==> config.mk <==
export PLATFORM = sky130hd
export DESIGN_NAME = demdongbo_meter
export DESIGN_NICKNAME = d
export VERILOG_FILES = /design/src/rtl/demdongbo_meter.sv
export SDC_FILE = /design/constraint.sdc
export NUM_CORES = 1
export LEC_CHECK = 0
export ABC_CLOCK_PERIOD_IN_PS = 5600
export BUFFER_PORTS_ARGS = -buffer_cell sky130_fd_sc_hd__buf_2
export CORE_MARGIN = 2
export CORE_UTILIZATION = 31
export CTS_CLUSTER_DIAMETER = 30
export DETAILED_ROUTE_END_ITERATION = 6
export GPL_ROUTABILITY_DRIVEN = 0
export HOLD_SLACK_MARGIN = 0.02
export PLACE_DENSITY = 0.54
export SLEW_MARGIN = 20
export SYNTH_ARGS = -nofsm -noshare
export SYNTH_HDL_FRONTEND = slang
export SYNTH_SLANG_ARGS = --single-unit
==> constraint.sdc <==
create_clock -name clk -period 5.6 [get_ports clk]
set_input_delay 0 -clock clk [delete_from_list [all_inputs] [get_ports clk]]
set_output_delay 0 -clock clk [all_outputs]
set_load 0.01 [all_outputs]
==> src/rtl/demdongbo_meter.sv <==
`default_nettype none
// ============================================================================
// Module      : demdongbo_meter
// Description : Period / high-time meter for a slow asynchronous square wave.
// Revision    : 1.0 - initial release
// ============================================================================
module demdongbo_meter #(
  parameter int N   = 26,
  parameter int TMO = 50000000
) (
  input  logic         clk,
  input  logic         reset,
  input  logic         sig_in,
  output logic [N-1:0] period,
  output logic [N-1:0] high_time,
  output logic         valid,
  output logic         timeout
);

  localparam logic [0:0]   S_IDLE = 1'b0;
  localparam logic [0:0]   S_MEAS = 1'b1;
  localparam logic [N-1:0] C_ONE  = N'(1);
  localparam logic [N-1:0] C_MAX  = '1;
  localparam logic [N-1:0] C_TMO  = N'(TMO);

  logic         r_s1, r_s2, r_s3;
  logic [0:0]   r_state;
  logic [N-1:0] r_cnt;
  logic         r_fall_seen;
  logic [N-1:0] r_hi_tmp;
  logic [N-1:0] r_period;
  logic [N-1:0] r_high_time;
  logic         r_valid;
  logic         r_timeout;

  logic w_rise;
  logic w_fall;

  assign w_rise = r_s2 & ~r_s3;
  assign w_fall = ~r_s2 & r_s3;

  always_ff @(posedge clk) begin
    if (reset) begin
      r_s1        <= 1'b0;
      r_s2        <= 1'b0;
      r_s3        <= 1'b0;
      r_state     <= S_IDLE;
      r_cnt       <= '0;
      r_fall_seen <= 1'b0;
      r_hi_tmp    <= '0;
      r_period    <= '0;
      r_high_time <= '0;
      r_valid     <= 1'b0;
      r_timeout   <= 1'b0;
    end else begin
      r_s1    <= sig_in;
      r_s2    <= r_s1;
      r_s3    <= r_s2;
      r_valid <= 1'b0;

      // At a rise cycle r_cnt holds the cycles since the previous rise.
      if (w_rise) begin
        r_cnt <= C_ONE;
      end else if (r_cnt != C_MAX) begin
        r_cnt <= r_cnt + C_ONE;
      end

      if (w_rise) begin
        r_fall_seen <= 1'b0;
      end else if (w_fall && (r_state == S_MEAS)) begin
        r_hi_tmp    <= r_cnt;
        r_fall_seen <= 1'b1;
      end

      case (r_state)
        S_IDLE: begin
          if (w_rise) begin
            r_state <= S_MEAS;
          end
        end
        S_MEAS: begin
          // A rise coinciding with the timeout count still completes the period.
          if (w_rise) begin
            if (r_fall_seen) begin
              r_period    <= r_cnt;
              r_high_time <= r_hi_tmp;
              r_valid     <= 1'b1;
              r_timeout   <= 1'b0;
            end
          end else if (r_cnt == C_TMO) begin
            r_state     <= S_IDLE;
            r_timeout   <= 1'b1;
            r_fall_seen <= 1'b0;
          end
        end
        default: r_state <= S_IDLE;
      endcase
    end
  end

  assign period    = r_period;
  assign high_time = r_high_time;
  assign valid     = r_valid;
  assign timeout   = r_timeout;

endmodule
`default_nettype wire

==> impl_metrics.py, run 1 <==
metrics = {
    "setup_path": {
        "path_delay_family": "simple AND/OR/NAND/NOR gates",
        "critPathMaxStageDelay_ps": 830,
        "cp.required_ps": 5800,
        "r2r_start": "r_cnt[0]",
        "startpoint": "r_cnt[0]",
        "critical_path_buf_inv_count": 0,
        "worstPathArrival_ps": 2800,
        "criticalPathCategory": "reg2reg",
        "worst-path-max-fanout": 16,
        "endpoint_kind": "flip-flop",
        "slowest_stage": "nor3_2",
        "crit_chain": "ha_1, nand3_1, nor3_2, nand2_1, xnor2_1, a21oi_1",
        "start_kind": "flip-flop",
    },
    "placed_design": {
        "place_ws_ps": 3020,
        "hpwl_um": 6680,
        "numPortBuffers": 56,
        "postPlaceCellArea_mm2": 0.00466,
    },
    "synth": {
        "ys_seq_elements": 111,
        "synth_edf_count": 0,
        "yosys_most_used_dff": "dfxtp_1",
        "synthArstFlopShare_pct": 0,
        "syn-cell-area_mm2": 0.00429,
        "synth_warnings": 0,
        "synth_area_per_cell_um2": 8.01,
        "seq_area_frac_synth_pct": 51.8,
        "syn_inst": 536,
        "synthDistinctLibCells": 36,
        "synth_nets": 541,
    },
    "power": {
        "leakage_nw": 1.74,
        "ir_worst_vdd_mv": 0.149,
        "total_power_mw": 1.48,
        "powerDensity_mw_per_mm2": 296,
    },
    "floorplanning": {
        "ios": 57,
        "core_mm2": 0.0134,
        "die_y_um": 122,
        "num_rows": 42,
        "initial_core_util_pct": 32.0,
        "fp.dieArea_mm2": 0.0148,
        "die_x_um": 122,
    },
    "cells_and_area": {
        "layout-drive-gt1-share_pct": 14.6,
        "n_antenna_cell": 0,
        "nFillCells": 1410,
        "area_delta_synth_final_pct": 16.3,
        "finish.utilization_pct": 37.3,
        "final_area_mm2": 0.00499,
        "finalNetCount": 570,
    },
    "global_route": {
        "grt_pass1_vias": 3245,
        "grt_pass1_wl_um": 16700,
        "grt_max_degree": 87,
        "grt.overflow.total": 0,
        "antenna_found_initial": 0,
        "grt_usage_pct": 14.3,
    },
    "flow_run": {
        "drv_cap": 0,
    },
    "sta": {
        "fin_tns_setup_ps": 0,
        "fin_crit_sh_pct": 46.5,
        "drv_slew": 0,
        "max_freq_mhz": 384,
        "setup_ws_ps": 2990,
        "setup_viol": 0,
        "period_needed_ps": 2610,
        "relSlewSlack_pct": 34.6,
        "grt_setup_unrepaired": "false",
        "finalHoldViolations": 0,
        "skew_ps": 8.35,
        "tightest_slew_ps": 976,
    },
    "clock_network": {
        "post_cts_buffers": 0,
        "ctsResizeCount": 0,
        "clkLatencyLatePin_ps": 350,
        "clk_root_buffer_cell": "clkbuf_16",
        "htreeDepth": 3,
        "cts_tree": "done",
        "cts_buffers": 9,
        "cts.clk_slew.worst_paths_ps": 70,
        "clock_path_buffers": 2,
        "cts_sinks": 111,
    },
    "route": {
        "wl_per_cell_um": 13.4,
        "num_vias": 3533,
        "drc": 0,
        "drt_wl_total_um": 9990,
        "vias_per_cell": 4.74,
        "drtPass1Iterations": 4,
        "ant_nets": 0,
        "drt_iter0_drc": 211,
    },
    "hold_path": {
        "hold_path.class": "in2reg",
        "min_from": "reset",
    },
    "run_status": {
        "outcome": "completed",
    },
}
-- cells in the mapped netlist, types with 3 or more instances --
cell      instances  area share, %
inv_1             6           0.52
dfxtp_1         111             52
nand4_1           6           0.87
nand2_1         170             15
clkbuf_1         34            3.0
nor4_1            5           0.73
and4_1            3           0.61
nor2b_1           4           0.58
or3_1             3           0.44
a21oi_1          87             10
nor2_1           26            2.3
xnor2_1          20            4.1
a31oi_1           3           0.44
nand3_1          14            1.6
buf_2             8           0.93
a211oi_1         10            1.7
-- metrics by stage --
stage | std cells | hold WS [ps]
2_1_floorplan | 536 | 128
3_3_place_gp | 728 | 219
3_5_place_dp | 728 | 223
4_1_cts | 745 | 342
5_1_grt | 746 | 374
6_report | 746 | 335
-- power by group --
group	leakage [nW]	internal [mW]	total, mW	switching, mW
sequential	0.895	0.792	0.796	0.00464
clock	0.152	0.364	0.656	0.292
combinational	0.689	0.00593	0.0234	0.0175
-- area by class of cell --
type,count,area (µm²),share of cell area [%]
Sequential cell,111,2220,44.5
Tap cell,176,220,4.41
Inverter,6,22.5,0.451
Clock inverter,5,63.8,1.28
Timing Repair Buffer,61,324,6.49
Clock buffer,11,243,4.86
Multi-Input combinational cell,376,1900,38.0
-- logic make-up (layout without fill, tap and decap cells) --
kind of cell / after synthesis / after routing / share of synthesized area (%)
adder cells (fa/ha/maj): 2 / 2 / 0.583
buffers and inverters: 49 / 83 / 4.52
AO/OA/AOI/OAI: 106 / 106 / 13.8
XOR/XNOR: 20 / 20 / 4.08
AND/OR/NAND/NOR: 248 / 248 / 25.3
flip-flops: 111 / 111 / 51.8
-- worst paths after layout --
kind / end / slack [ps] / cells after the start
hold / removal: valid / 330 / 3
hold reg to reg: high_time[23] / 450 / 2
setup reg to reg: r_cnt[0] / 2990 / 6
setup / recovery: r_cnt[0] / 2990 / 6
-- timing repair --
item | 4_1_cts | 5_1_grt
hold buffers | 1 | 0
hold endpoints to repair | 1 | 0
setup endpoints to repair | 0 | 0
-- flip-flops by register name, indices dropped and copies added, names as in the netlist --
register     cells
high_time       26
period          26
r_cnt           26
r_hi_tmp        26
r_fall_seen      1
r_s1             1
r_s2             1
r_s3             1
r_state          1
timeout          1
valid            1
-- layout by cell type (no fill, tap or decap), types with 4 or more instances in the layout --
cell type / count
inv_1: 6
buf_2: 56
xnor2_1: 20
a211oi_1: 10
nand4_1: 6
nand2_1: 170
nand3_1: 13
clkbuf_16: 9
a21oi_1: 87
nor4_1: 5
dfxtp_1: 111
nor2_1: 26
nor2b_1: 4
-- metal layers --
metal / track usage [%] / wire (µm)
met5: 0 / 0
met2: 20.6 / 4050
met1: 21.1 / 5320
met3: 3.79 / 513
met4: 3.88 / 108
-- worst reg2reg max path, delay by kind of cell, from the launching register on --
family | cells | cell delay, ps
AOI/OAI and AO/OA | 1 | 80
adders and majority gates | 1 | 240
and+or+nand+nor | 3 | 1400
DFF | 1 | 470
xor gates and xnor gates | 1 | 270
Power figures use the tool's default switching activity.
==> run 2, diff against run 1 <==
--- a/config.mk
+++ b/config.mk
@@ -5,7 +5,7 @@
 export SDC_FILE = /design/constraint.sdc
 export NUM_CORES = 1
 export LEC_CHECK = 0
-export ABC_CLOCK_PERIOD_IN_PS = 5600
+export ABC_CLOCK_PERIOD_IN_PS = 2700
 export BUFFER_PORTS_ARGS = -buffer_cell sky130_fd_sc_hd__buf_2
 export CORE_MARGIN = 2
 export CORE_UTILIZATION = 31
==> constraint.sdc (replaced) <==
create_clock -name clk -period 2.7 [get_ports clk]
set_input_delay 0 -clock clk [delete_from_list [all_inputs] [get_ports clk]]
set_output_delay 0 -clock clk [all_outputs]
set_load 0.01 [all_outputs]
==> run 2 against run 1 <==
  * Combinational power grew 110%
  * Critical endpoint is now r_cnt[19]
  * Highest routed layer unchanged
  * Routed wire length grew 2.6%
  * First-iteration DRC count grew 20%
  * Cell area grew 1.1%
==> impl_metrics.py, run 2 (synthesis gave the netlist of run 1 again) <==
metrics = {
    "floorplanning": {
        "core_mm2": 0.0134,
        "die_x_um": 122,
        "fp.dieArea_mm2": 0.0148,
        "die_y_um": 122,
        "num_rows": 42,
        "ios": 57,
        "initial_core_util_pct": 32.0,
    },
    "clock_network": {
        "cts_sinks": 111,
        "htreeDepth": 3,
        "cts_buffers": 9,
        "clock_path_buffers": 2,
        "ctsResizeCount": 0,
        "cts_tree": "done",
        "clk_root_buffer_cell": "clkbuf_16",
        "cts.clk_slew.worst_paths_ps": 80,
        "clkLatencyLatePin_ps": 350,
    },
    "setup_path": {
        "endpoint_kind": "flip-flop",
        "worst-path-max-fanout": 9,
        "criticalPathCategory": "reg2reg",
        "critPathMaxStageDelay_ps": 720,
        "critical_path_buf_inv_count": 0,
        "start_kind": "flip-flop",
        "path_delay_family": "simple AND/OR/NAND/NOR gates",
        "crit_chain": "nand4_1, or4_1, a2111oi_4, xnor2_1, nor2_1",
        "worstPathArrival_ps": 2390,
        "cp.required_ps": 2920,
        "slowest_stage": "or4_1",
    },
    "sta": {
        "relSlewSlack_pct": 61.5,
        "grt_setup_unrepaired": "false",
        "period_needed_ps": 2170,
        "drv_slew": 0,
        "finalHoldViolations": 0,
        "max_freq_mhz": 461,
        "setup_ws_ps": 533,
        "fin_tns_setup_ps": 0,
        "setup_viol": 0,
        "fin_crit_sh_pct": 80.3,
        "tightest_slew_ps": 577,
        "skew_ps": 11.0,
    },
    "route": {
        "ant_nets": 0,
        "drt_iter0_drc": 253,
        "drc": 0,
        "drt_wl_total_um": 10200,
        "vias_per_cell": 4.80,
        "drtPass1Iterations": 4,
        "wl_per_cell_um": 13.6,
        "num_vias": 3613,
    },
    "global_route": {
        "grt_usage_pct": 14.5,
        "grt_pass1_vias": 3307,
        "antenna_found_initial": 0,
        "grt_max_degree": 57,
        "grt_pass1_wl_um": 17100,
        "grt.overflow.total": 0,
    },
    "run_status": {
        "outcome": "completed",
    },
    "placed_design": {
        "numPortBuffers": 56,
        "place_ws_ps": 570,
        "dpl.cell_count": 735,
        "hpwl_um": 7010,
    },
    "cells_and_area": {
        "finalNetCount": 576,
        "layout-drive-gt1-share_pct": 15.6,
        "final_common_cell": "nand2_1",
        "final_cell_mix": "nand2_1 (170), dfxtp_1 (111), a21oi_1 (87), buf_2 (56), nor2_1 (26)",
        "n_antenna_cell": 0,
        "instances_no_fill": 752,
        "nFillCells": 1413,
        "finish.utilization_pct": 37.7,
        "area_delta_synth_final_pct": 17.6,
    },
    "power": {
        "ir_worst_vdd_mv": 0.296,
        "leakage_nw": 1.77,
        "powerDensity_mw_per_mm2": 626,
    },
    "flow_run": {
        "drv_cap": 0,
    },
    "hold_path": {
        "hold_path.class": "in2reg",
    },
}
## run 2: path summary, 6_finish.rpt
check | from | end | slack (ps) | cells after the start
max | r_cnt[8] | r_cnt[19] | 530 | 5
min | reset | r_state | 120 | 2
max reg2reg | r_cnt[8] | r_cnt[19] | 530 | 5
min reg2reg | high_time[23] | high_time[23] | 450 | 2
## run 2: timing repair
action,4_1_cts,5_1_grt
endpoints found under the hold margin,1,0
buffers inserted,0,0
hold buffers,1,0
## run 2: metrics by stage
stage | cell area (µm²) | hold WS (ps) | power (mW)
floorplan | 4290 | 128 | 1.72
global placement | 4710 | 220 | 1.74
detailed placement | 4710 | 223 | 1.74
CTS | 5050 | 102 | 3.21
global route | 5050 | 137 | 3.27
finish | 5050 | 119 | 3.16
## run 2: area by class of cell
type | instances | area (µm²) | share of cell area (%)
flip-flops and latches | 111 | 2220 | 44.0
multi-input cells | 376 | 1890 | 37.4
repair buffers | 67 | 365 | 7.24
clock buffers | 9 | 225 | 4.46
well taps | 176 | 220 | 4.36
clock inverters | 7 | 104 | 2.06
inverters | 6 | 22.5 | 0.446
## run 2: metal layers
| layer | vias up | global-route usage (%) | wire [µm] |
|---|---|---|---|
| li1 | 1843 | - | - |
| met1 | 1678 | 21.6 | 5330 |
| met2 | 87 | 20.3 | 4280 |
| met3 | 5 | 3.89 | 557 |
| met4 | 0 | 4.53 | 79 |
| met5 | - | 0 | 0 |
## run 2: worst register-to-register path, stage by stage (launching register included)
cell       delay (ps)
dfxtp_1           510
nand4_1           200
or4_1             720
a2111oi_4         380
xnor2_1           160
nor2_1             60
## run 2: power breakdown
part	leakage (nW)	internal, mW	switching, mW
clock	0.160	0.828	0.632
sequential	0.895	1.64	0.00923
combinational	0.718	0.0121	0.0367
==> run 3, diff against run 2 <==
--- a/config.mk
+++ b/config.mk
@@ -5,7 +5,8 @@
 export SDC_FILE = /design/constraint.sdc
 export NUM_CORES = 1
 export LEC_CHECK = 0
-export ABC_CLOCK_PERIOD_IN_PS = 2700
+export ABC_AREA = 1
+export ABC_CLOCK_PERIOD_IN_PS = 1900
 export BUFFER_PORTS_ARGS = -buffer_cell sky130_fd_sc_hd__buf_2
 export CORE_MARGIN = 2
 export CORE_UTILIZATION = 31
@@ -13,7 +14,7 @@
 export DETAILED_ROUTE_END_ITERATION = 6
 export GPL_ROUTABILITY_DRIVEN = 0
 export HOLD_SLACK_MARGIN = 0.02
-export PLACE_DENSITY = 0.54
+export PLACE_DENSITY = 0.56
 export SLEW_MARGIN = 20
 export SYNTH_ARGS = -nofsm -noshare
 export SYNTH_HDL_FRONTEND = slang
==> constraint.sdc (replaced) <==
create_clock -name clk -period 1.9 [get_ports clk]
set_input_delay 0 -clock clk [delete_from_list [all_inputs] [get_ports clk]]
set_output_delay 0 -clock clk [all_outputs]
set_load 0.01 [all_outputs]
==> run 3 against run 2 <==
  * Routed wire length is 8.1% higher
  * Core utilization decreased by 0.072 points
  * Hold slack improved by 290 ps
  * Sequential power grew 42%
  * Critical path type unchanged
  * Count of clock-buffer cells in the layout increased by 4
  * Clock skew is 5.9 ps lower
  * Power rose by 35%
  * Die area increased by 4.2%
==> impl_metrics.py, run 3 <==
metrics = {
    "run_status": {
        "outcome": "completed",
    },
    "clock_network": {
        "cts_tree": "done",
        "post_cts_buffers": 0,
        "cts_buffers": 9,
        "htreeDepth": 3,
        "cts_sinks": 111,
        "cts.clk_slew.worst_paths_ps": 70,
        "clk_root_buffer_cell": "clkbuf_16",
        "clock_path_buffers": 2,
        "clkLatencyLatePin_ps": 340,
    },
    "global_route": {
        "grt_usage_pct": 14.9,
        "grt_max_degree": 78,
        "grt.overflow.total": 0,
        "grt_pass1_vias": 3648,
        "grt_pass1_wl_um": 18800,
        "antenna_found_initial": 0,
    },
    "route": {
        "vias_per_cell": 4.75,
        "drt_iter0_drc": 292,
        "drtPass1Iterations": 7,
        "ant_nets": 0,
        "wl_per_cell_um": 13.4,
        "num_vias": 3915,
        "drc": 0,
        "drt_wl_total_um": 11100,
    },
    "synth": {
        "synth_nets": 596,
        "synth_area_leaders": "dfxtp_1 (50%), nor2_1 (8.5%), nand2_1 (7.5%)",
        "yosys_most_used_dff": "dfxtp_1",
        "ys_seq_elements": 111,
        "synthDistinctLibCells": 28,
        "syn_inst": 591,
        "synth_largest_area_cell": "dfxtp_1",
        "synth_edf_count": 0,
        "netlist.area_leader.share_pct": 49.6,
        "synthTopCellsByCount": "dfxtp_1 (111), nor2_1 (102), nand2_1 (90), o21ai_0 (66), a21oi_1 (58)",
        "synthArstFlopShare_pct": 0,
        "synth.most_common_cell": "dfxtp_1",
        "syn-cell-area_mm2": 0.00448,
        "synth_area_per_cell_um2": 7.58,
        "synth_warnings": 0,
        "seq_area_frac_synth_pct": 49.6,
    },
    "sta": {
        "skew_ps": 5.11,
        "timing.hold.ws_ps": 408,
        "setup_viol": 0,
        "drv_slew": 0,
        "fin_tns_setup_ps": 0,
        "tightest_slew_ps": 584,
        "period_needed_ps": 1710,
        "finalHoldViolations": 0,
        "fin_crit_sh_pct": 90.2,
        "grt_setup_unrepaired": "false",
        "relSlewSlack_pct": 61.0,
        "max_freq_mhz": 584,
    },
    "placed_design": {
        "dpl.cell_count": 806,
        "hpwl_um": 7930,
        "numPortBuffers": 56,
    },
    "flow_run": {
        "drv_cap": 0,
    },
    "cells_and_area": {
        "area_delta_synth_final_pct": 17.4,
        "seq_area_mm2": 0.00222,
        "final_cell_mix": "dfxtp_1 (111), nor2_1 (102), nand2_1 (90), o21ai_0 (66), a21oi_1 (58)",
        "n_antenna_cell": 0,
        "multi_input_area_mm2": 0.00192,
        "final_common_cell": "dfxtp_1",
        "nFillCells": 1475,
        "layout-drive-gt1-share_pct": 16.5,
        "finalNetCount": 645,
        "instances_no_fill": 824,
    },
    "setup_path": {
        "slowest_stage": "dfxtp_1",
        "start_kind": "flip-flop",
        "criticalPathCategory": "reg2reg",
        "crit_chain": "ha_1, nand2_2, nor2_4, nand2_4, nor2_8, nand2_8, clkinv_1, nand2_1, a21oi_1",
        "endpoint_kind": "flip-flop",
        "critical_path_buf_inv_count": 1,
        "worstPathArrival_ps": 1990,
        "cp.required_ps": 2170,
        "critPathMaxStageDelay_ps": 410,
        "path_delay_family": "simple AND/OR/NAND/NOR gates",
        "worst-path-max-fanout": 24,
    },
    "hold_path": {
        "hold_path.class": "reg2reg",
    },
    "floorplanning": {
        "fp.dieArea_mm2": 0.0154,
        "die_y_um": 124,
        "num_rows": 43,
        "core_mm2": 0.0140,
        "ios": 57,
        "die_x_um": 124,
        "initial_core_util_pct": 32.0,
    },
    "power": {
        "powerDensity_mw_per_mm2": 810,
        "leakage_nw": 2.21,
        "ir_worst_vdd_mv": 0.405,
    },
}
## run 3: cell types whose count changed after synthesis, sizes merged, moves of 16 or more
cell / change
inv: +47
nor2: +81
xnor2: -19
clkbuf: -20
nand3: +16
nand2: -76
o21ai: +83
a21oi: -28
## run 3: path summary, 6_finish.rpt
path | slack, ps | startpoint | to | cells past startpoint
worst max-delay path | 190 | r_cnt[1] | r_cnt[1] | 9
worst min-delay path | 410 | r_s1 | r_s2 | 2
worst max register to register | 190 | r_cnt[1] | r_cnt[1] | 9
worst min register to register | 410 | r_s1 | r_s2 | 2
## run 3: cell type report
class	count	area share, %
clock buffers	13	5.14
clock inverters	2	0.285
inverters	54	3.85
multi-input cells	396	36.5
flip-flops and latches	111	42.2
well taps	180	4.28
repair buffers	68	7.66
## run 3: kinds of logic after synthesis
logic type	Yosys count	share of synthesized area (%)
buffers and inverters	84	7.82
XOR/XNOR	4	0.782
adder cells (fa/ha/maj)	2	0.559
AO/OA/AOI/OAI	151	17.6
AND/OR/NAND/NOR	239	23.7
flip-flops	111	49.6
## run 3: worst reg2reg max path, delay by kind of cell, from the launching register on
| family | cells | cell delay [ps] |
|---|---|---|
| buffers and inverters | 1 | 110 |
| AND/OR/NAND/NOR | 6 | 740 |
| adder cells (fa/ha/maj) | 1 | 280 |
| flip-flops | 1 | 410 |
| AO/OA/AOI/OAI | 1 | 110 |
## run 3: where the power goes
part | leakage, nW | internal [mW] | total, mW | switching, mW
Sequential | 0.895 | 2.34 | 2.35 | 0.0117
Clock | 0.134 | 0.991 | 1.80 | 0.808
Combinational | 1.18 | 0.0375 | 0.113 | 0.0755
## run 3: repair_timing
action                                  CTS  global route
hold buffers                              3             0
resized for setup                         0             1
endpoints found under the setup margin    0             1
hold endpoints to repair                  6             0
## run 3: through the flow
step / power (mW) / worst slack, ps / utilization (%) / instance area (µm²)
final: 4.26 / 186 / 37.6 / 5260
after global routing: 4.43 / 24.8 / 37.6 / 5260
after CTS: 4.32 / 140 / 37.5 / 5250
after detailed placement: 2.51 / 165 / 35.3 / 4940
after global placement: 2.51 / 216 / 35.3 / 4940
after floorplan: 2.48 / 334 / - / 4480
## run 3: metal layers
layer / vias up / routed length [µm] / global-route usage [%]
li1: 2018 / - / -
met1: 1781 / 5320 / 19.8
met2: 95 / 4910 / 23.3
met3: 21 / 611 / 3.66
met4: 0 / 230 / 5.75
met5: - / 0 / 0
